`config.mk`:
```
export PLATFORM = sky130hd
export DESIGN_NAME = button_debouncer
export DESIGN_NICKNAME = d
export VERILOG_FILES = /design/src/rtl/button_debouncer.sv
export SDC_FILE = /design/constraint.sdc
export NUM_CORES = 1
export LEC_CHECK = 0
export ABC_AREA = 0
export CAP_MARGIN = 20
export CORE_MARGIN = 10
export CORE_UTILIZATION = 50
export CTS_CLUSTER_SIZE = 8
export DETAILED_ROUTE_END_ITERATION = 10
export GPL_ROUTABILITY_DRIVEN = 0
export GPL_TIMING_DRIVEN = 0
export PLACE_DENSITY = 0.73
export SYNTH_ARGS = -nofsm -noshare
export SYNTH_HDL_FRONTEND = slang
export SYNTH_SLANG_ARGS = --single-unit
export TNS_END_PERCENT = 20
```
`constraint.sdc`:
```
create_clock -name CLK -period 1.88 [get_ports CLK]
set_input_delay 0.188 -clock CLK [delete_from_list [all_inputs] [get_ports CLK]]
set_output_delay 0.188 -clock CLK [all_outputs]
set_load 0.005 [all_outputs]
```
`src/rtl/button_debouncer.sv`:
```
// -----------------------------------------------------------------------------
// button_debouncer
//
// Purpose:
//   Multi-channel push-button debouncer. Each raw button bit is brought into
//   the CLK domain by a two-flop synchronizer. It is accepted as a new level
//   only after it has differed from the current debounced level for CNT_MAX
//   consecutive cycles. A single matching cycle restarts the count, which
//   rejects glitches. Registered one-cycle pulses mark debounced presses and
//   releases. Channels never interact.
//
// Optional feature (macro BUTTON_DEBOUNCER_LONGPRESS_EN):
//   When the macro is defined, each channel also counts how long the
//   debounced level has been high. It emits a single o_LONG pulse LONG_MAX
//   cycles after o_PRESS. When the macro is undefined, o_LONG is tied low.
//   The port list is the same in both builds.
//
// Parameters:
//   N_CH     number of independent channels (>= 1)
//   CNT_MAX  stable cycles needed to accept a level change (>= 2)
//   CNT_W    debounce counter width, must hold CNT_MAX-1
//   LONG_MAX held cycles after press before the long-press pulse (>= 2)
//   LONG_W   long-press counter width, must hold LONG_MAX-1
//
// Ports:
//   CLK        in   single clock for all logic
//   i_RST_N    in   synchronous active-low reset
//   i_BTN      in   [N_CH] raw asynchronous button levels
//   o_BTN      out  [N_CH] debounced level (the state register itself)
//   o_PRESS    out  [N_CH] one-cycle pulse, first cycle o_BTN is 1
//   o_RELEASE  out  [N_CH] one-cycle pulse, first cycle o_BTN is 0 again
//   o_LONG     out  [N_CH] one-cycle long-press pulse
// -----------------------------------------------------------------------------
module button_debouncer #(
   parameter int N_CH     = 4,
   parameter int CNT_MAX  = 250000,
   parameter int CNT_W    = 18,
   parameter int LONG_MAX = 12500000,
   parameter int LONG_W   = 24
) (
   input  logic            CLK,
   input  logic            i_RST_N,
   input  logic [N_CH-1:0] i_BTN,
   output logic [N_CH-1:0] o_BTN,
   output logic [N_CH-1:0] o_PRESS,
   output logic [N_CH-1:0] o_RELEASE,
   output logic [N_CH-1:0] o_LONG
);

   localparam logic [CNT_W-1:0] CNT_LAST = CNT_W'(CNT_MAX - 1);

   logic [N_CH-1:0] sync_meta_r;
   logic [N_CH-1:0] sync_r;

   // Two-flop synchronizer; only sync_r is used by the channel logic.
   always_ff @(posedge CLK) begin
      if (!i_RST_N) begin
         sync_meta_r <= {N_CH{1'b0}};
         sync_r      <= {N_CH{1'b0}};
      end else begin
         sync_meta_r <= i_BTN;
         sync_r      <= sync_meta_r;
      end
   end

   for (genvar k = 0; k < N_CH; k++) begin : g_ch
      logic             state_r;
      logic             state_s;
      logic [CNT_W-1:0] cnt_r;
      logic [CNT_W-1:0] cnt_s;
      logic             press_r;
      logic             press_s;
      logic             release_r;
      logic             release_s;

      // Debounce next state: count mismatching cycles and accept the level on the last one.
      always_comb begin
         state_s   = state_r;
         cnt_s     = {CNT_W{1'b0}};
         press_s   = 1'b0;
         release_s = 1'b0;
         if (sync_r[k] == state_r) begin
            // Any agreeing cycle throws away the partial count.
            cnt_s = {CNT_W{1'b0}};
         end else if (cnt_r == CNT_LAST) begin
            state_s   = sync_r[k];
            cnt_s     = {CNT_W{1'b0}};
            press_s   = sync_r[k];
            release_s = ~sync_r[k];
         end else begin
            cnt_s = cnt_r + CNT_W'(1);
         end
      end

      // Debounce state, counter and edge-pulse registers.
      always_ff @(posedge CLK) begin
         if (!i_RST_N) begin
            state_r   <= 1'b0;
            cnt_r     <= {CNT_W{1'b0}};
            press_r   <= 1'b0;
            release_r <= 1'b0;
         end else begin
            state_r   <= state_s;
            cnt_r     <= cnt_s;
            press_r   <= press_s;
            release_r <= release_s;
         end
      end

      assign o_BTN[k]     = state_r;
      assign o_PRESS[k]   = press_r;
      assign o_RELEASE[k] = release_r;

`ifdef BUTTON_DEBOUNCER_LONGPRESS_EN
      localparam logic [LONG_W-1:0] LONG_LAST = LONG_W'(LONG_MAX - 1);

      logic [LONG_W-1:0] long_cnt_r;
      logic [LONG_W-1:0] long_cnt_s;
      logic              long_done_r;
      logic              long_done_s;
      logic              long_r;
      logic              long_s;

      // Long-press next state: saturating hold counter plus a fired flag so the
      // pulse happens once per press. It does not fire on a cycle that releases.
      always_comb begin
         long_cnt_s  = long_cnt_r;
         long_done_s = long_done_r;
         long_s      = 1'b0;
         if (!state_r) begin
            long_cnt_s  = {LONG_W{1'b0}};
            long_done_s = 1'b0;
         end else if (long_cnt_r != LONG_LAST) begin
            long_cnt_s = long_cnt_r + LONG_W'(1);
         end else if (!long_done_r && state_s) begin
            long_s      = 1'b1;
            long_done_s = 1'b1;
         end else begin
            long_cnt_s = long_cnt_r;
         end
      end

      // Long-press counter, fired flag and pulse registers.
      always_ff @(posedge CLK) begin
         if (!i_RST_N) begin
            long_cnt_r  <= {LONG_W{1'b0}};
            long_done_r <= 1'b0;
            long_r      <= 1'b0;
         end else begin
            long_cnt_r  <= long_cnt_s;
            long_done_r <= long_done_s;
            long_r      <= long_s;
         end
      end

      assign o_LONG[k] = long_r;
`else
      assign o_LONG[k] = 1'b0;
`endif
   end

endmodule

```
Word-level counts from Yosys, hierarchy flattened:

Index checks and enable logic that the tools add are counted.

* output and inout bits: 16
* flip-flop bits (word level): 92
* logic and storage cells: 55

* bitwise operators: 13
* eq/ne operators: 8
* $add $sub $neg: 4
* reduce and logical (&&, ||, !) cells: 12

Operators by type and width (number)
* adder 18 x 1 -> 18 bit (second input constant): 4
* equality test 18 bit (second input constant): 4
* OR reduction 3 bit: 8
* NOT 1 bit: 13
* AND reduction 2 bit: 4
* equality test 1 bit: 4

Depth between registers and ports, before layout:

* word-level depth: 3
* depth in mapped cells: 7
* depth with buffers taken out: 5

Least setup slack after synthesis:

OpenSTA, ideal clock, no wires.

* path type: register to register
* from: register g_ch[1].cnt_r[0]
* to: register g_ch[1].cnt_r[10]
* stages on the path, launching flop included: 7
* arrival: 1.845 ns
* buffers on the path: 1
* setup slack: -0.083 ns
* cells stage by stage: dfxtp_1 -> ha_1 -> nand3_1 -> or3_1 -> o211ai_1 -> buf_2 -> nor2_1

* cells in the longest elaborated chain, start to end: 2
* elaborated cells between the ends (all ways): 3
* those cells by class: 1 x add/sub; 1 x eq/ne; 1 x reduce/logical

RTL lines
* start: declaration: RTL line 69 `logic [CNT_W-1:0] cnt_r;`
* start signal: assignment: RTL line 99 `cnt_r <= {CNT_W{1'b0}};`
* start signal: assignment: RTL line 104 `cnt_r <= cnt_s;`
* branches (longest 2 deep; another with adder 18 x 1 -> 18 bit)

Parallel ways; which one is timed is not known.
A chain may end at the register's enable or synchronous reset.

Worst setup path in the final report:

* from: register g_ch[3].cnt_r[6]
* to: register g_ch[3].cnt_r[10]

* cells in the longest elaborated chain, start to end: 2
* elaborated cells between the ends (all ways): 3
* those cells by class: 1 x add/sub; 1 x eq/ne; 1 x reduce/logical

RTL lines (RTL line)
* start: declaration: 69
* start signal: assignment: 99
* start signal: assignment: 104
* branches (longest 2 deep; another with adder 18 x 1 -> 18 bit)

Parallel ways; which one is timed is not known.

==> impl_metrics.ini <==
[outcome]
status = finished with violations
violations = negative setup slack

[routing]
ant_nets = 0
drt_iter0_drc = 126
via_per_inst = 5.31
vias = 3206
drc = 0
wirelength_um = 7810
dr.pass1.iters = 5
post_drt_wl_per_cell_um = 12.9

[sta]
setup_slack_ps = -139
finalHoldViolations = 0
worst_slew_pin_slew_ps = 501
whs_ps = 321
setup_viol = 19
rsz0062_at_grt = yes
finalCritPeriodShare_pct = 107
slew_headroom_pct = 66.3
max_freq_mhz = 495
finalClockSkew_ps = 11.8
slew_viol_final = 0
period_minus_slack_ps = 2020

[setup_path]
cp_top_family = simple AND/OR/NAND/NOR gates
crit_cells = 6
timing.rr.end = g_ch[3].cnt_r[10]
crit_top_cell = or4_4
critPathSlowestCell = or4_4
critPathRequiredTime_ps = 2130
arrival_ps = 2270
rr_worst_depth = 6
cp_slowest_stage_delay_ps = 520
cp_num_buf_inv = 2
reg2reg_from = g_ch[3].cnt_r[6]
cp-start-kind = register
startpoint = g_ch[3].cnt_r[6]
critPathMaxFanout = 8
ff2ff_setup_slack_ps = -140
crit_chain = or4_4 -> or4_4 -> o211ai_4 -> buf_12 -> buf_8 -> nor2_1
end_kind = register
cp-endpoint = g_ch[3].cnt_r[10]
crit_type = register to register

[synth]
synth_seq_area_share_pct = 45.7
synth_top_family_by_area = simple AND/OR/NAND/NOR gates
synth_edf_count = 0
async_reset_ff_share_pct = 0
synthCells = 453
syn-cell-area_um2 = 4030
synth-xor-area-share_pct = 12.6
yosys.area_share.simple_pct = 29.9
avgSynthCellArea_um2 = 8.90
yosys.area_share.adder_pct = 1.24
yosys_warnings = 0
synthMuxAreaShare_pct = 0.497
yosysUniqueCellTypes = 35
ys_ff_latch = 92
synth_compound_area_share_pct = 4.28
ys.flop_type = dfxtp_1

[clocking]
clkSinkCount = 92
root_buffer = clkbuf_8
cts_buffers = 9
cts_hold_buf = 0
path_clk_slew_ps = 90
clock_path_buffers = 2
insertion_delay_ps = 350
cts_tree = yes
cts.htree.levels = 3

[pwr]
power.total_mw = 3.36
ir_worst_vdd_mv = 0.341
cellPowerDensity_nw_per_um2 = 704
power.leakage_nw = 1.54

[cells_and_area]
area_growth_syn_to_layout_pct = 18.4
drive_above_1_share_pct = 16.5
final_common_cell = dfxtp_1
fin_nets = 507
insertedDiodeCount = 0
final_cell_mix = dfxtp_1 (79), nor2_1 (67), xnor2_1 (31)
stdcell_count = 604

[grt]
grt_use_met1_pct = 15.4
globalRouteMet2Util_pct = 21.7
grt_pass1_vias = 2887
antenna_found_initial = 0
grt_first_pass_wirelength_um = 12800
gr-usage-all-layers_pct = 13.1
grt-ovfl-total = 0
grt_max_degree = 17
use_met3_pct = 4.62
gr-max-usage-layer = met2

[run]
cap_violations = 0

[floorplan]
dieHeight_um = 110
pin_count = 22
core_um2 = 7770
initial_core_util_pct = 51.9
dieWidth_um = 110
row_count = 32
dieArea_um2 = 12100

[min_path]
hp-start = i_RST_N
min_path_type = input port to register

[placed_design]
dp_cells = 574
io_buffers = 16
place_hpwl_um = 5290
registers in the layout, indices dropped and copies added, names as in the netlist:
name and cells:
sync_r 4, sync_meta_r 4, g_ch.cnt_r 72, g_ch.release_r 4
g_ch.press_r 4, g_ch.state_r 4
synthesized netlist by cell type, types with 3 or more instances:
library cell	n	area [um^2]
xor2_1	27	236
nor4b_1	4	35.0
clkbuf_1	7	26.3
a21oi_1	10	50.1
buf_2	5	25.0
nor2_1	69	259
nor4_1	21	131
buf_4	16	120
and4_1	7	61.3
and3_1	6	37.5
o21ai_0	8	40.0
and4b_1	4	40.0
and2_1	10	62.6
xnor2_1	31	272
or3_1	10	62.6
o31ai_1	3	22.5
dfxtp_1	92	1840
or4_1	7	52.6
nand2_1	28	105
ha_1	4	50.1
nand3_1	24	120
nand4_1	22	138
o211ai_1	3	22.5
nor3_1	10	50.1
inv_1	11	41.3
worst min-delay path by stage:
stage | endpoint | cells past startpoint
CTS | g_ch[2].state_r | 3
floorplan | sync_meta_r[0] | 1
detailed placement | sync_r[1] | 1
global placement | sync_r[0] | 1
global route | g_ch[2].state_r | 3
finish | g_ch[2].state_r | 3
final cells by class:
class	count	area, um^2
multi-input cells	323	2040
inverters	11	41.3
repair buffers	31	298
clock inverters	7	75.1
clock buffers	9	124
flip-flops and latches	92	1860
well taps	102	128
fillers	674	2990
plain buffers	29	200
worst reg2reg max path: cells and delay by family, from the launching register on:
kind	cells	cell delay [ps]
flip-flops	1	360
buffers and inverters	2	270
AND/OR/NAND/NOR	3	1080
AO/OA/AOI/OAI	1	210
per-stage QoR:
stage / setup WS, ps / TNS [ps] / cell area, um^2 / util [%]
floorplan: -64.7 / -990 / 4050 / -
global placement: -354 / -13870 / 4340 / 55.9
detailed placement: -441 / -17600 / 4340 / 55.9
CTS: -237 / -2900 / 4620 / 59.5
global route: -174 / -2870 / 4770 / 61.5
finish: -139 / -2050 / 4770 / 61.5
power breakdown:
group	internal (mW)	total [mW]	switching (mW)
Combinational	0.0377	0.0750	0.0372
Clock	0.621	1.33	0.704
Sequential	1.95	1.96	0.00666
Total	2.61	3.36	0.748
kinds of logic (layout without fill, tap and decap cells):
kind of cell / Yosys count / count (layout)
and+or+nand+nor: 229 / 229
DFF: 92 / 92
xor gates and xnor gates: 58 / 58
buffers and inverters: 41 / 87
AOI/OAI and AO/OA: 26 / 26
adders and majority gates: 4 / 4
muxes: 2 / 2
other: 1 / 4
timing repair:
item                       CTS  global route
setup endpoints to repair   70            68
gates cloned                 1             1
gates resized for setup     12            30
pin swaps                    5             8
setup buffers                5             8
per-layer routing:
layer | wire length, um | vias to the layer above
met3 | 373 | 8
met2 | 3790 | 53
met1 | 3550 | 1494
met5 | 0 | -
met4 | 89 | 0
li1 | - | 1651
(Power assumes the default switching activity.)
